===== src/rtl/o_upd_seq_ctrl_if.sv =====
`default_nettype none
// ----------------------------------------------------------------------------
// o_upd_seq_ctrl_if : tile-stat, datapath and coefficient bundle for the
//                     flash-attention output-rescale sequencer
// Rev 1.0
// ----------------------------------------------------------------------------
interface o_upd_seq_ctrl_if #(
  parameter int D_W = 8,
  parameter int TIL = 16
);
  logic                      I_START;
  logic                      I_TILE_VLD;
  logic                      O_TILE_RDY;
  logic [TIL-1:0][2*D_W-1:0] I_LI_NEW;
  logic [TIL-1:0][D_W-1:0]   I_MI_NEW;
  logic                      O_UPD_ENA;
  logic [TIL-1:0][2*D_W-1:0] O_LI_OLD;
  logic [TIL-1:0][D_W-1:0]   O_MI_OLD;
  logic [TIL-1:0][2*D_W-1:0] O_LI_NEW;
  logic [TIL-1:0][D_W-1:0]   O_MI_NEW;
  logic                      I_UPD_VLD;
  logic [TIL-1:0][D_W-1:0]   I_COEF;
  logic                      O_COEF_VLD;
  logic                      I_COEF_RDY;
  logic [TIL-1:0][D_W-1:0]   O_COEF;
  logic                      O_FIRST;
  logic                      O_ERR;
  logic                      O_BUSY;
  logic                      O_DONE;
  logic [TIL-1:0][2*D_W-1:0] O_LI_FINAL;
  logic [TIL-1:0][D_W-1:0]   O_MI_FINAL;

  modport master (
    input  I_START, I_TILE_VLD, I_LI_NEW, I_MI_NEW, I_UPD_VLD, I_COEF, I_COEF_RDY,
    output O_TILE_RDY, O_UPD_ENA, O_LI_OLD, O_MI_OLD, O_LI_NEW, O_MI_NEW,
           O_COEF_VLD, O_COEF, O_FIRST, O_ERR, O_BUSY, O_DONE, O_LI_FINAL, O_MI_FINAL
  );

  modport slave (
    output I_START, I_TILE_VLD, I_LI_NEW, I_MI_NEW, I_UPD_VLD, I_COEF, I_COEF_RDY,
    input  O_TILE_RDY, O_UPD_ENA, O_LI_OLD, O_MI_OLD, O_LI_NEW, O_MI_NEW,
           O_COEF_VLD, O_COEF, O_FIRST, O_ERR, O_BUSY, O_DONE, O_LI_FINAL, O_MI_FINAL
  );
endinterface
`default_nettype wire


===== src/rtl/o_upd_seq_ctrl.sv =====
`default_nettype none
// ----------------------------------------------------------------------------
// o_upd_seq_ctrl : walks the K/V tiles of one query block, keeps l_i/m_i and
//                  forwards per-tile rescale coefficients downstream
// Rev 1.0
// ----------------------------------------------------------------------------
module o_upd_seq_ctrl #(
  parameter int D_W       = 8,
  parameter int TIL       = 16,
  parameter int NUM_TILES = 4,
  parameter int TMO       = 63
) (
  input wire               I_CLK,
  input wire               I_RST_N,
  o_upd_seq_ctrl_if.master bus
);

  localparam int TC_W = $clog2(NUM_TILES + 1);
  localparam int CC_W = $clog2(TMO + 1);
  localparam logic [TC_W-1:0] c_LAST = TC_W'(NUM_TILES - 1);
  localparam logic [CC_W-1:0] c_TMO  = CC_W'(TMO);

  typedef enum logic [2:0] {
    S_IDLE      = 3'd0,
    S_WAIT_TILE = 3'd1,
    S_CALC      = 3'd2,
    S_EMIT      = 3'd3,
    S_DONE      = 3'd4
  } state_t;

  state_t r_state;
  state_t w_nxt;

  logic [TC_W-1:0]           r_tile_cnt;
  logic [CC_W-1:0]           r_cyc_cnt;
  logic [TIL-1:0][2*D_W-1:0] r_li_old;
  logic [TIL-1:0][D_W-1:0]   r_mi_old;
  logic [TIL-1:0][2*D_W-1:0] r_li_new;
  logic [TIL-1:0][D_W-1:0]   r_mi_new;
  logic [TIL-1:0][D_W-1:0]   r_coef;
  logic                      r_first;
  logic                      r_err;
  logic [TIL-1:0][2*D_W-1:0] r_li_fin;
  logic [TIL-1:0][D_W-1:0]   r_mi_fin;

  logic w_start;
  logic w_cap;
  logic w_calc_ok;
  logic w_calc_to;
  logic w_hs;
  logic w_last;
  logic w_tile_rdy;
  logic w_upd_ena;
  logic w_coef_vld;
  logic w_done;

  always_ff @(posedge I_CLK) begin
    if (!I_RST_N) begin
      r_state <= S_IDLE;
    end else begin
      r_state <= w_nxt;
    end
  end

  always_comb begin
    w_nxt      = r_state;
    w_start    = 1'b0;
    w_cap      = 1'b0;
    w_calc_ok  = 1'b0;
    w_calc_to  = 1'b0;
    w_hs       = 1'b0;
    w_last     = 1'b0;
    w_tile_rdy = 1'b0;
    w_upd_ena  = 1'b0;
    w_coef_vld = 1'b0;
    w_done     = 1'b0;
    case (r_state)
      S_IDLE: begin
        if (bus.I_START) begin
          w_start = 1'b1;
          w_nxt   = S_WAIT_TILE;
        end
      end
      S_WAIT_TILE: begin
        w_tile_rdy = 1'b1;
        if (bus.I_TILE_VLD) begin
          w_cap = 1'b1;
          // The first tile has nothing to rescale, so the datapath is skipped.
          if (r_tile_cnt == '0) begin
            w_nxt = S_EMIT;
          end else begin
            w_nxt = S_CALC;
          end
        end
      end
      S_CALC: begin
        w_upd_ena = 1'b1;
        if (bus.I_UPD_VLD) begin
          w_calc_ok = 1'b1;
          w_nxt     = S_EMIT;
        end else if (r_cyc_cnt == c_TMO) begin
          w_calc_to = 1'b1;
          w_nxt     = S_EMIT;
        end
      end
      S_EMIT: begin
        w_coef_vld = 1'b1;
        if (bus.I_COEF_RDY) begin
          w_hs   = 1'b1;
          w_last = (r_tile_cnt == c_LAST);
          if (w_last) begin
            w_nxt = S_DONE;
          end else begin
            w_nxt = S_WAIT_TILE;
          end
        end
      end
      S_DONE: begin
        w_done = 1'b1;
        w_nxt  = S_IDLE;
      end
      default: begin
        w_nxt = S_IDLE;
      end
    endcase
  end

  always_ff @(posedge I_CLK) begin
    if (!I_RST_N) begin
      r_tile_cnt <= '0;
      r_cyc_cnt  <= '0;
      r_li_old   <= '0;
      r_mi_old   <= '0;
      r_li_new   <= '0;
      r_mi_new   <= '0;
      r_coef     <= '0;
      r_first    <= 1'b0;
      r_err      <= 1'b0;
      r_li_fin   <= '0;
      r_mi_fin   <= '0;
    end else begin
      if (w_start) begin
        r_li_old   <= '0;
        r_mi_old   <= '0;
        r_tile_cnt <= '0;
        r_err      <= 1'b0;
      end
      if (w_cap) begin
        r_li_new  <= bus.I_LI_NEW;
        r_mi_new  <= bus.I_MI_NEW;
        r_cyc_cnt <= '0;
        if (r_tile_cnt == '0) begin
          r_coef  <= '0;
          r_first <= 1'b1;
        end
      end
      if (w_upd_ena && !w_calc_ok && !w_calc_to) begin
        r_cyc_cnt <= r_cyc_cnt + 1'b1;
      end
      // A result arriving on the timeout cycle still counts as a result.
      if (w_calc_ok) begin
        r_coef  <= bus.I_COEF;
        r_first <= 1'b0;
      end
      if (w_calc_to) begin
        r_coef  <= '0;
        r_first <= 1'b0;
        r_err   <= 1'b1;
      end
      if (w_hs) begin
        r_li_old   <= r_li_new;
        r_mi_old   <= r_mi_new;
        r_tile_cnt <= r_tile_cnt + 1'b1;
        if (w_last) begin
          r_li_fin <= r_li_new;
          r_mi_fin <= r_mi_new;
        end
      end
    end
  end

  assign bus.O_TILE_RDY = w_tile_rdy;
  assign bus.O_UPD_ENA  = w_upd_ena;
  assign bus.O_COEF_VLD = w_coef_vld;
  assign bus.O_DONE     = w_done;
  assign bus.O_BUSY     = (r_state != S_IDLE);
  assign bus.O_LI_OLD   = r_li_old;
  assign bus.O_MI_OLD   = r_mi_old;
  assign bus.O_LI_NEW   = r_li_new;
  assign bus.O_MI_NEW   = r_mi_new;
  assign bus.O_COEF     = r_coef;
  assign bus.O_FIRST    = r_first;
  assign bus.O_ERR      = r_err;
  assign bus.O_LI_FINAL = r_li_fin;
  assign bus.O_MI_FINAL = r_mi_fin;

endmodule
`default_nettype wire


===== src/flat_wrapper.sv =====
// flat-port wrapper written by rule: the top's interface ports become plain ports
module o_upd_seq_ctrl_flat 
#(
  parameter int D_W       = 8,
  parameter int TIL       = 16,
  parameter int NUM_TILES = 4,
  parameter int TMO       = 63
)
  (I_CLK, I_RST_N, bus_I_START, bus_I_TILE_VLD, bus_I_LI_NEW, bus_I_MI_NEW, bus_I_UPD_VLD, bus_I_COEF, bus_I_COEF_RDY, bus_O_TILE_RDY, bus_O_UPD_ENA, bus_O_LI_OLD, bus_O_MI_OLD, bus_O_LI_NEW, bus_O_MI_NEW, bus_O_COEF_VLD, bus_O_COEF, bus_O_FIRST, bus_O_ERR, bus_O_BUSY, bus_O_DONE, bus_O_LI_FINAL, bus_O_MI_FINAL);
  o_upd_seq_ctrl_if #(.D_W(D_W), .TIL(TIL)) bus_i ();
  input wire I_CLK;
  input wire I_RST_N;
  input wire logic [$bits(bus_i.I_START)-1:0] bus_I_START;
  input wire logic [$bits(bus_i.I_TILE_VLD)-1:0] bus_I_TILE_VLD;
  input wire logic [$bits(bus_i.I_LI_NEW)-1:0] bus_I_LI_NEW;
  input wire logic [$bits(bus_i.I_MI_NEW)-1:0] bus_I_MI_NEW;
  input wire logic [$bits(bus_i.I_UPD_VLD)-1:0] bus_I_UPD_VLD;
  input wire logic [$bits(bus_i.I_COEF)-1:0] bus_I_COEF;
  input wire logic [$bits(bus_i.I_COEF_RDY)-1:0] bus_I_COEF_RDY;
  output wire logic [$bits(bus_i.O_TILE_RDY)-1:0] bus_O_TILE_RDY;
  output wire logic [$bits(bus_i.O_UPD_ENA)-1:0] bus_O_UPD_ENA;
  output wire logic [$bits(bus_i.O_LI_OLD)-1:0] bus_O_LI_OLD;
  output wire logic [$bits(bus_i.O_MI_OLD)-1:0] bus_O_MI_OLD;
  output wire logic [$bits(bus_i.O_LI_NEW)-1:0] bus_O_LI_NEW;
  output wire logic [$bits(bus_i.O_MI_NEW)-1:0] bus_O_MI_NEW;
  output wire logic [$bits(bus_i.O_COEF_VLD)-1:0] bus_O_COEF_VLD;
  output wire logic [$bits(bus_i.O_COEF)-1:0] bus_O_COEF;
  output wire logic [$bits(bus_i.O_FIRST)-1:0] bus_O_FIRST;
  output wire logic [$bits(bus_i.O_ERR)-1:0] bus_O_ERR;
  output wire logic [$bits(bus_i.O_BUSY)-1:0] bus_O_BUSY;
  output wire logic [$bits(bus_i.O_DONE)-1:0] bus_O_DONE;
  output wire logic [$bits(bus_i.O_LI_FINAL)-1:0] bus_O_LI_FINAL;
  output wire logic [$bits(bus_i.O_MI_FINAL)-1:0] bus_O_MI_FINAL;
  assign bus_i.I_START = bus_I_START;
  assign bus_i.I_TILE_VLD = bus_I_TILE_VLD;
  assign bus_i.I_LI_NEW = bus_I_LI_NEW;
  assign bus_i.I_MI_NEW = bus_I_MI_NEW;
  assign bus_i.I_UPD_VLD = bus_I_UPD_VLD;
  assign bus_i.I_COEF = bus_I_COEF;
  assign bus_i.I_COEF_RDY = bus_I_COEF_RDY;
  assign bus_O_TILE_RDY = bus_i.O_TILE_RDY;
  assign bus_O_UPD_ENA = bus_i.O_UPD_ENA;
  assign bus_O_LI_OLD = bus_i.O_LI_OLD;
  assign bus_O_MI_OLD = bus_i.O_MI_OLD;
  assign bus_O_LI_NEW = bus_i.O_LI_NEW;
  assign bus_O_MI_NEW = bus_i.O_MI_NEW;
  assign bus_O_COEF_VLD = bus_i.O_COEF_VLD;
  assign bus_O_COEF = bus_i.O_COEF;
  assign bus_O_FIRST = bus_i.O_FIRST;
  assign bus_O_ERR = bus_i.O_ERR;
  assign bus_O_BUSY = bus_i.O_BUSY;
  assign bus_O_DONE = bus_i.O_DONE;
  assign bus_O_LI_FINAL = bus_i.O_LI_FINAL;
  assign bus_O_MI_FINAL = bus_i.O_MI_FINAL;
  o_upd_seq_ctrl #(.D_W(D_W), .TIL(TIL), .NUM_TILES(NUM_TILES), .TMO(TMO)) u_core (.I_CLK(I_CLK), .I_RST_N(I_RST_N), .bus(bus_i));
endmodule

===== config.mk =====
export PLATFORM = sky130hd
export DESIGN_NAME = o_upd_seq_ctrl_flat
export DESIGN_NICKNAME = d
export VERILOG_FILES = /design/src/rtl/o_upd_seq_ctrl_if.sv /design/src/rtl/o_upd_seq_ctrl.sv /design/src/flat_wrapper.sv
export SDC_FILE = /design/constraint.sdc
export NUM_CORES = 2
export LEC_CHECK = 0
export ABC_AREA = 0
export BUFFER_PORTS_ARGS = -buffer_cell sky130_fd_sc_hd__buf_2
export CAP_MARGIN = 5
export CORE_AREA = 2 2 702 704
export CTS_CLUSTER_DIAMETER = 60
export DETAILED_ROUTE_END_ITERATION = 16
export DIE_AREA = 0 0 704 706
export HOLD_SLACK_MARGIN = 0.05
export SKIP_CTS_REPAIR_TIMING = 1
export SYNTH_ARGS = -nofsm -noshare
export SYNTH_HDL_FRONTEND = slang
export SYNTH_SLANG_ARGS = --single-unit

===== constraint.sdc =====
create_clock -name I_CLK -period 4.8 [get_ports I_CLK]
set_input_delay 1.44 -clock I_CLK [delete_from_list [all_inputs] [get_ports I_CLK]]
set_output_delay 1.44 -clock I_CLK [all_outputs]
set_load 0.02 [all_outputs]

=== Yosys cells after proc, flatten, opt, wreduce, memory -nomap -nowiden ===
Index checks and enable logic that the tools add are counted.

* Bitwise operators: 1
* Reductions and logical operators: 18
* Eq/ne operators: 10
* $add $sub $neg: 2
* Muxes and demuxes: 38

{| class="wikitable"
|+ Operator list
! operator !! number
|-
| 2-to-1 mux 128 bit || 5
|-
| 2-to-1 mux 256 bit || 2
|-
| 2-to-1 mux 3 bit || 8
|-
| 2-to-1 mux 1 bit || 20
|-
| 2-to-1 mux 6 bit || 2
|-
| one-hot mux 3 bit (4 select lines) || 1
|-
| nonzero test 2 bit || 5
|-
| == test 3 x 2 -> 1 bit, second input constant || 3
|-
| adder 6 x 1 -> 6 bit, second input constant || 1
|-
| == test 6 bit, second input constant || 1
|-
| logical NOT 3 bit || 2
|-
| != test 2 bit, second input constant || 3
|-
| AND reduction 2 bit || 3
|-
| AND reduction 4 bit || 1
|-
| adder 3 x 1 -> 3 bit, second input constant || 1
|-
| == test 3 x 1 -> 1 bit, second input constant || 1
|-
| == test 3 bit, second input constant || 1
|-
| != test 3 x 2 -> 1 bit, second input constant || 1
|-
| nonzero test 3 bit || 1
|-
| OR reduction 3 bit || 1
|-
| logical AND 1 bit || 2
|-
| logical NOT 1 bit || 2
|-
| OR reduction 2 bit || 1
|-
| inverter 1 bit || 1
|}

* Input bits: 518
* Word-level logic and storage cells: 186
* Register bits: 1294
* Output and inout bits: 1287

=== Depth between registers and ports, before layout ===
* Depth after elaboration: 7
* Mapped depth: 8
* Mapped depth without buffers: 6

=== Worst setup path before layout ===
Ideal clock, no wire load.

* Kind: input to register
* Start: in bus_I_START
* End: reg u_core.r_li_old, in the netlist u_core.bus.O_LI_OLD[38]
* Setup time: 128 ps
* Data required time: 4672 ps
* Path slack: 1984 ps
* Arrival time: 2688 ps
* Buffers on the path: 3
* Stages on the path: 7
* Cell sequence: or3b_2 a21o_1 buf_2 buf_6 buf_2 a22oi_1 nor2_1

* Longest elaborated chain between the ends: 3

{| class="wikitable"
|+ Ends and longest elaborated chain
! what !! RTL line !! text
|-
| start, declared || flat_wrapper.sv:13 || <nowiki>input wire logic [$bits(bus_i.I_START)-1:0] bus_I_START;</nowiki>
|-
| 2-to-1 mux 1 bit || o_upd_seq_ctrl.sv:79 || <nowiki>if (bus.I_START) begin</nowiki>
|-
| 2-to-1 mux 1 bit || o_upd_seq_ctrl.sv:77 || <nowiki>case (r_state)</nowiki>
|-
| nonzero test 2 bit (no line) || n/a ||
|-
| end signal, assigned || o_upd_seq_ctrl.sv:171 || <nowiki>r_li_old <= r_li_new;</nowiki>
|-
| end, declared || o_upd_seq_ctrl.sv:36 || <nowiki>logic [TIL-1:0][2*D_W-1:0] r_li_old;</nowiki>
|}

Every way passes these cells.
A chain may end at the register's enable or synchronous reset.

=== Final worst setup path ===
* Start: reg u_core.r_state[0]
* End: out bus_O_COEF_VLD

* Longest elaborated chain between the ends: 2

{| class="wikitable"
|+ Ends and longest elaborated chain
! what !! RTL line !! text
|-
| start, declared || o_upd_seq_ctrl.sv:31 || <nowiki>state_t r_state;</nowiki>
|-
| start signal, assigned || o_upd_seq_ctrl.sv:61 || <nowiki>r_state <= w_nxt;</nowiki>
|-
| == test 3 x 2 -> 1 bit || o_upd_seq_ctrl.sv:77 ||
|-
| 2-to-1 mux 1 bit || o_upd_seq_ctrl.sv:77 ||
|-
| end, declared || flat_wrapper.sv:26 || <nowiki>output wire logic [$bits(bus_i.O_COEF_VLD)-1:0] bus_O_COEF_VLD;</nowiki>
|}

Every way passes these cells.

==> metrics.md <==
| Metric | Value |
|---|---|
| Final Critical Period | about 3.9 ns |
| Critical Path AT | roughly 2.4 ns |
| Dominant cells by area after synthesis | dfxtp_1 59%, nand2_1 13%, a21oi_1 8.8% |
| Synth top area share | between 50 and 60% |
| Buf+Inv Stages, Crit Path | 2 |
| First-pass DRT Iterations | 8 |
| Least-Margin Pin Slew | 1.01 ns |
| Chip Height | about 710 um |
| Max stage delay on crit path | about 0.66 ns |
| Complex-gate fraction of the synthesized area | between 10% and 20% |
| Adder-Cell Fraction of Synth Area | less than 1% |
| Hold crit path type | reg2reg |
| GP Congestion | approximately 0.92 |
| Main combinational cell family by area after synthesis | simple AND/OR/NAND/NOR gates |
| Worst slew margin | about a third |
| Die Area | about 0.50 mm2 |
| Nets | 7353 |
| Post-layout util | 13.6% |
| Worst Reg2Reg Path Length in Cells | 4 |
| Clock share of power | between 40% and 50% |
| CP Capture Type | output port |
| R2R Setup Slk | approximately 2 ns |
| RSZ-0062 raised after global routing | false |
| Hold Fails Final Rpt | 0 |
| Cell row count | between 200 and 300 |
| Clock tree sinks | 1294 |
| I/O pins | around 1800 |
| Ys flop type | dfxtp_1 |
| Net switching fraction of the power | 29.4% |
| # fillers | 56200 |
| Reg2reg end | u_core.bus.O_COEF[62] |
| Pre-CTS setup slack | roughly 1.2 ns |
| Post-synthesis mux area share | 0% |
| Endpoint, Worst Hold | u_core.bus.O_LI_FINAL[168] |
| Total gr overflow | 0 |
| HPWL after DPL | between 200000 and 300000 um |
| CTS tree | done |
| Worst EP required | roughly 3.4 ns |
| DR WL/cell | between 20 and 30 um |
| Combinational share of power | between 10% and 20% |
| P_int | 19.3 mW |
| Number of cells after detailed placement | between 10000 and 15000 |
| Distinct cell type count of the synthesized netlist | 40 |
| Xor and xnor fraction of the mapped netlist area | 0% |
| H-tree levels | 4 |
| Antenna Violating Nets Remaining | 0 |
| DRT iter0 DRCs | between 4000 and 5000 |
| Crit Path Category | reg2out |
| Final Power | approximately 27 mW |
| Fmax | about 260 MHz |
| Yosys reg bits | around 1300 |
| Max clock buf depth | 4 |
| Peak supply drop | ~0.00033 V |
| Clock skew | 0.0475 ns |
| Initial antenna violation count | approximately 100 |
| Vias/cell | ~3.4 |
| Start of the worst register-to-register path | u_core.r_state[1] |
| Post-Route WL | about 340000 um |
| Asr flop ratio synth | 0% |
| Chip width | about 700 um |
| Critical path's slowest cell | dfxtp_1 |
| Leak Pwr | approximately 27 nW |
| CTS buffer count | about 170 |
| HP Start | u_core.bus.O_LI_FINAL[168] |
| Most frequent cells in the layout | 1804 x buf_2, 1549 x nand2_1, 1294 x dfxtp_1 |
| Residual DRC | 0 |
| Crit path cell chain | inv_1 > nor2_1 > and2_1 > buf_2 |
| First-pass GRT wire length | 429000 um |
| Max cap viols | 0 |
| Vias | ~46000 |
| Simple-gate share of the synthesized area | 18.2% |
| # setup viols final | 0 |
| Initial Util | 8.95% |
| Clock latency on the worst-skew pair | about 0.85 ns |
| Fin Setup TNS | 0 ns |
| Status | finished clean |
| Layout cells sized above 1 | between 30% and 40% |
| Most common cell after layout, fill and taps aside | buf_2 |
| Largest net degree at the start of global routing | approximately 140 |
| CTS clk-pin slew, worst paths | ~0.060 ns |
| Layout Cells excl Fill | 13500 |
| Post-Syn Instances | about 5000 |
| Synthesized area | ~0.044 mm2 |
| Crit path max fanout | 14 |
| Syn_nets | between 5000 and 6000 |
| Post-synth EDFFs | 0 |
| Yosys Warn Count | 0 |
| Final setup margin | roughly 0.9 ns |
| PD cells | 411 mW/mm2 |
| Synthesized area per cell | 8.52 um2 |
| Tcrit/Tclk final | 80.8% |
| Max-slew violation count | 0 |
| Port Buf Inserts | around 1800 |
| Area delta synth->final | 51.5% |
| Yosys top cell by area | dfxtp_1 |
| Seq/Total Area, Yosys | about three fifths |
| Crit path depth | 4 |
| WHS Path Cells | 2 |
| NetSw | 8.00 mW |
| Sequential share of power | a little over two fifths |
| CP delay by family, top | flip-flops |
| Core Region | 0.489 mm2 |
| Total track usage | 12.9% |
| Type of origin of the critical path | flop |
| Vias in the first global route | about 42000 |
| Root Buffer | clkbuf_16 |
stage by stage:
| stage | hold slack (ns) | cell area (um2) |
|---|---|---|
| after floorplan | 0.440 | 43800 |
| after global placement | 0.438 | 60600 |
| after detailed placement | 0.443 | 60600 |
| after CTS | 0.451 | 66200 |
| after global routing | 0.463 | 66200 |
| final | 0.449 | 66300 |
sequential cells by signal, summed over array words and instances (netlist names), 3 cells and up:
name and count:
u_core.bus.O_LI_FINAL 256, u_core.bus.O_LI_NEW 256, u_core.bus.O_LI_OLD 256, u_core.bus.O_COEF 128, u_core.bus.O_MI_FINAL 128, u_core.bus.O_MI_NEW 128, u_core.bus.O_MI_OLD 128, u_core.r_cyc_cnt 6
u_core.r_state 3, u_core.r_tile_cnt 3
worst max-delay path by stage:
stage	startpoint	slack [ns]	end
after floorplan	bus_I_START	1.98	u_core.bus.O_LI_OLD[38]
after global placement	bus_I_START	1.19	u_core.bus.O_LI_OLD[152]
after detailed placement	bus_I_START	1.18	u_core.bus.O_LI_OLD[138]
after CTS	u_core.r_state[0]	0.73	bus_O_COEF_VLD
after global routing	u_core.r_state[0]	0.67	bus_O_COEF_VLD
final	u_core.r_state[0]	0.92	bus_O_COEF_VLD
Yosys cell counts (all sizes together) (3+ instances only):
| master | n |
|---|---|
| nand2 | 1550 |
| dfxtp | 1294 |
| a21oi | 774 |
| nor2 | 516 |
| a22oi | 514 |
| buf | 217 |
| clkbuf | 215 |
| nand3 | 8 |
| nor3 | 7 |
| a31oi | 5 |
| inv | 5 |
| ha | 4 |
| nand2b | 3 |
layout make-up:
| cell class | instances | area (um2) | share of cell area [%] |
|---|---|---|---|
| tap | 6475 | 8100 | 12.2 |
| inverter | 6 | 30.0 | 0.0453 |
| clock inverter | 70 | 928 | 1.40 |
| multi-input combinational | 3407 | 15900 | 24.0 |
| clock buffer | 222 | 4620 | 6.97 |
| sequential | 1294 | 25900 | 39.1 |
| timing repair buffer | 1956 | 10600 | 16.0 |
| antenna | 64 | 160 | 0.241 |
tightest hold or removal path: cells and delay by family, from the launching register on:
kind | cells | cell delay [ns]
compound gates | 1 | 0.05
simple gates | 1 | 0.05
flops | 1 | 0.30
power groups by stage:
stage / sequential, mW / combinational [mW] / clock (mW)
global placement: 11.9 / 2.75 / 0
finish: 11.7 / 2.73 / 12.9
detailed placement: 11.9 / 2.77 / 0
floorplan: 11.8 / 1.01 / 0
CTS: 11.7 / 2.77 / 13.2
global route: 11.7 / 2.92 / 13.6
metal layers:
layer,up-vias,global-route usage [%],share of wire (%)
met2,2564,20.7,45
met5,-,0,0.046
met4,26,5.52,5.0
met1,22300,15.2,39
met3,453,4.97,11
li1,20600,-,-
cell families (layout without fill, tap and decap cells):
kind of cell | count (synthesis) | count (layout)
simple gates | 2100 | 2100
fa+ha+maj | 4 | 4
compound gates | 1303 | 1303
buf+inv | 438 | 2254
other cells | 0 | 64
flops | 1294 | 1294
Power figures use the tool's default switching activity.
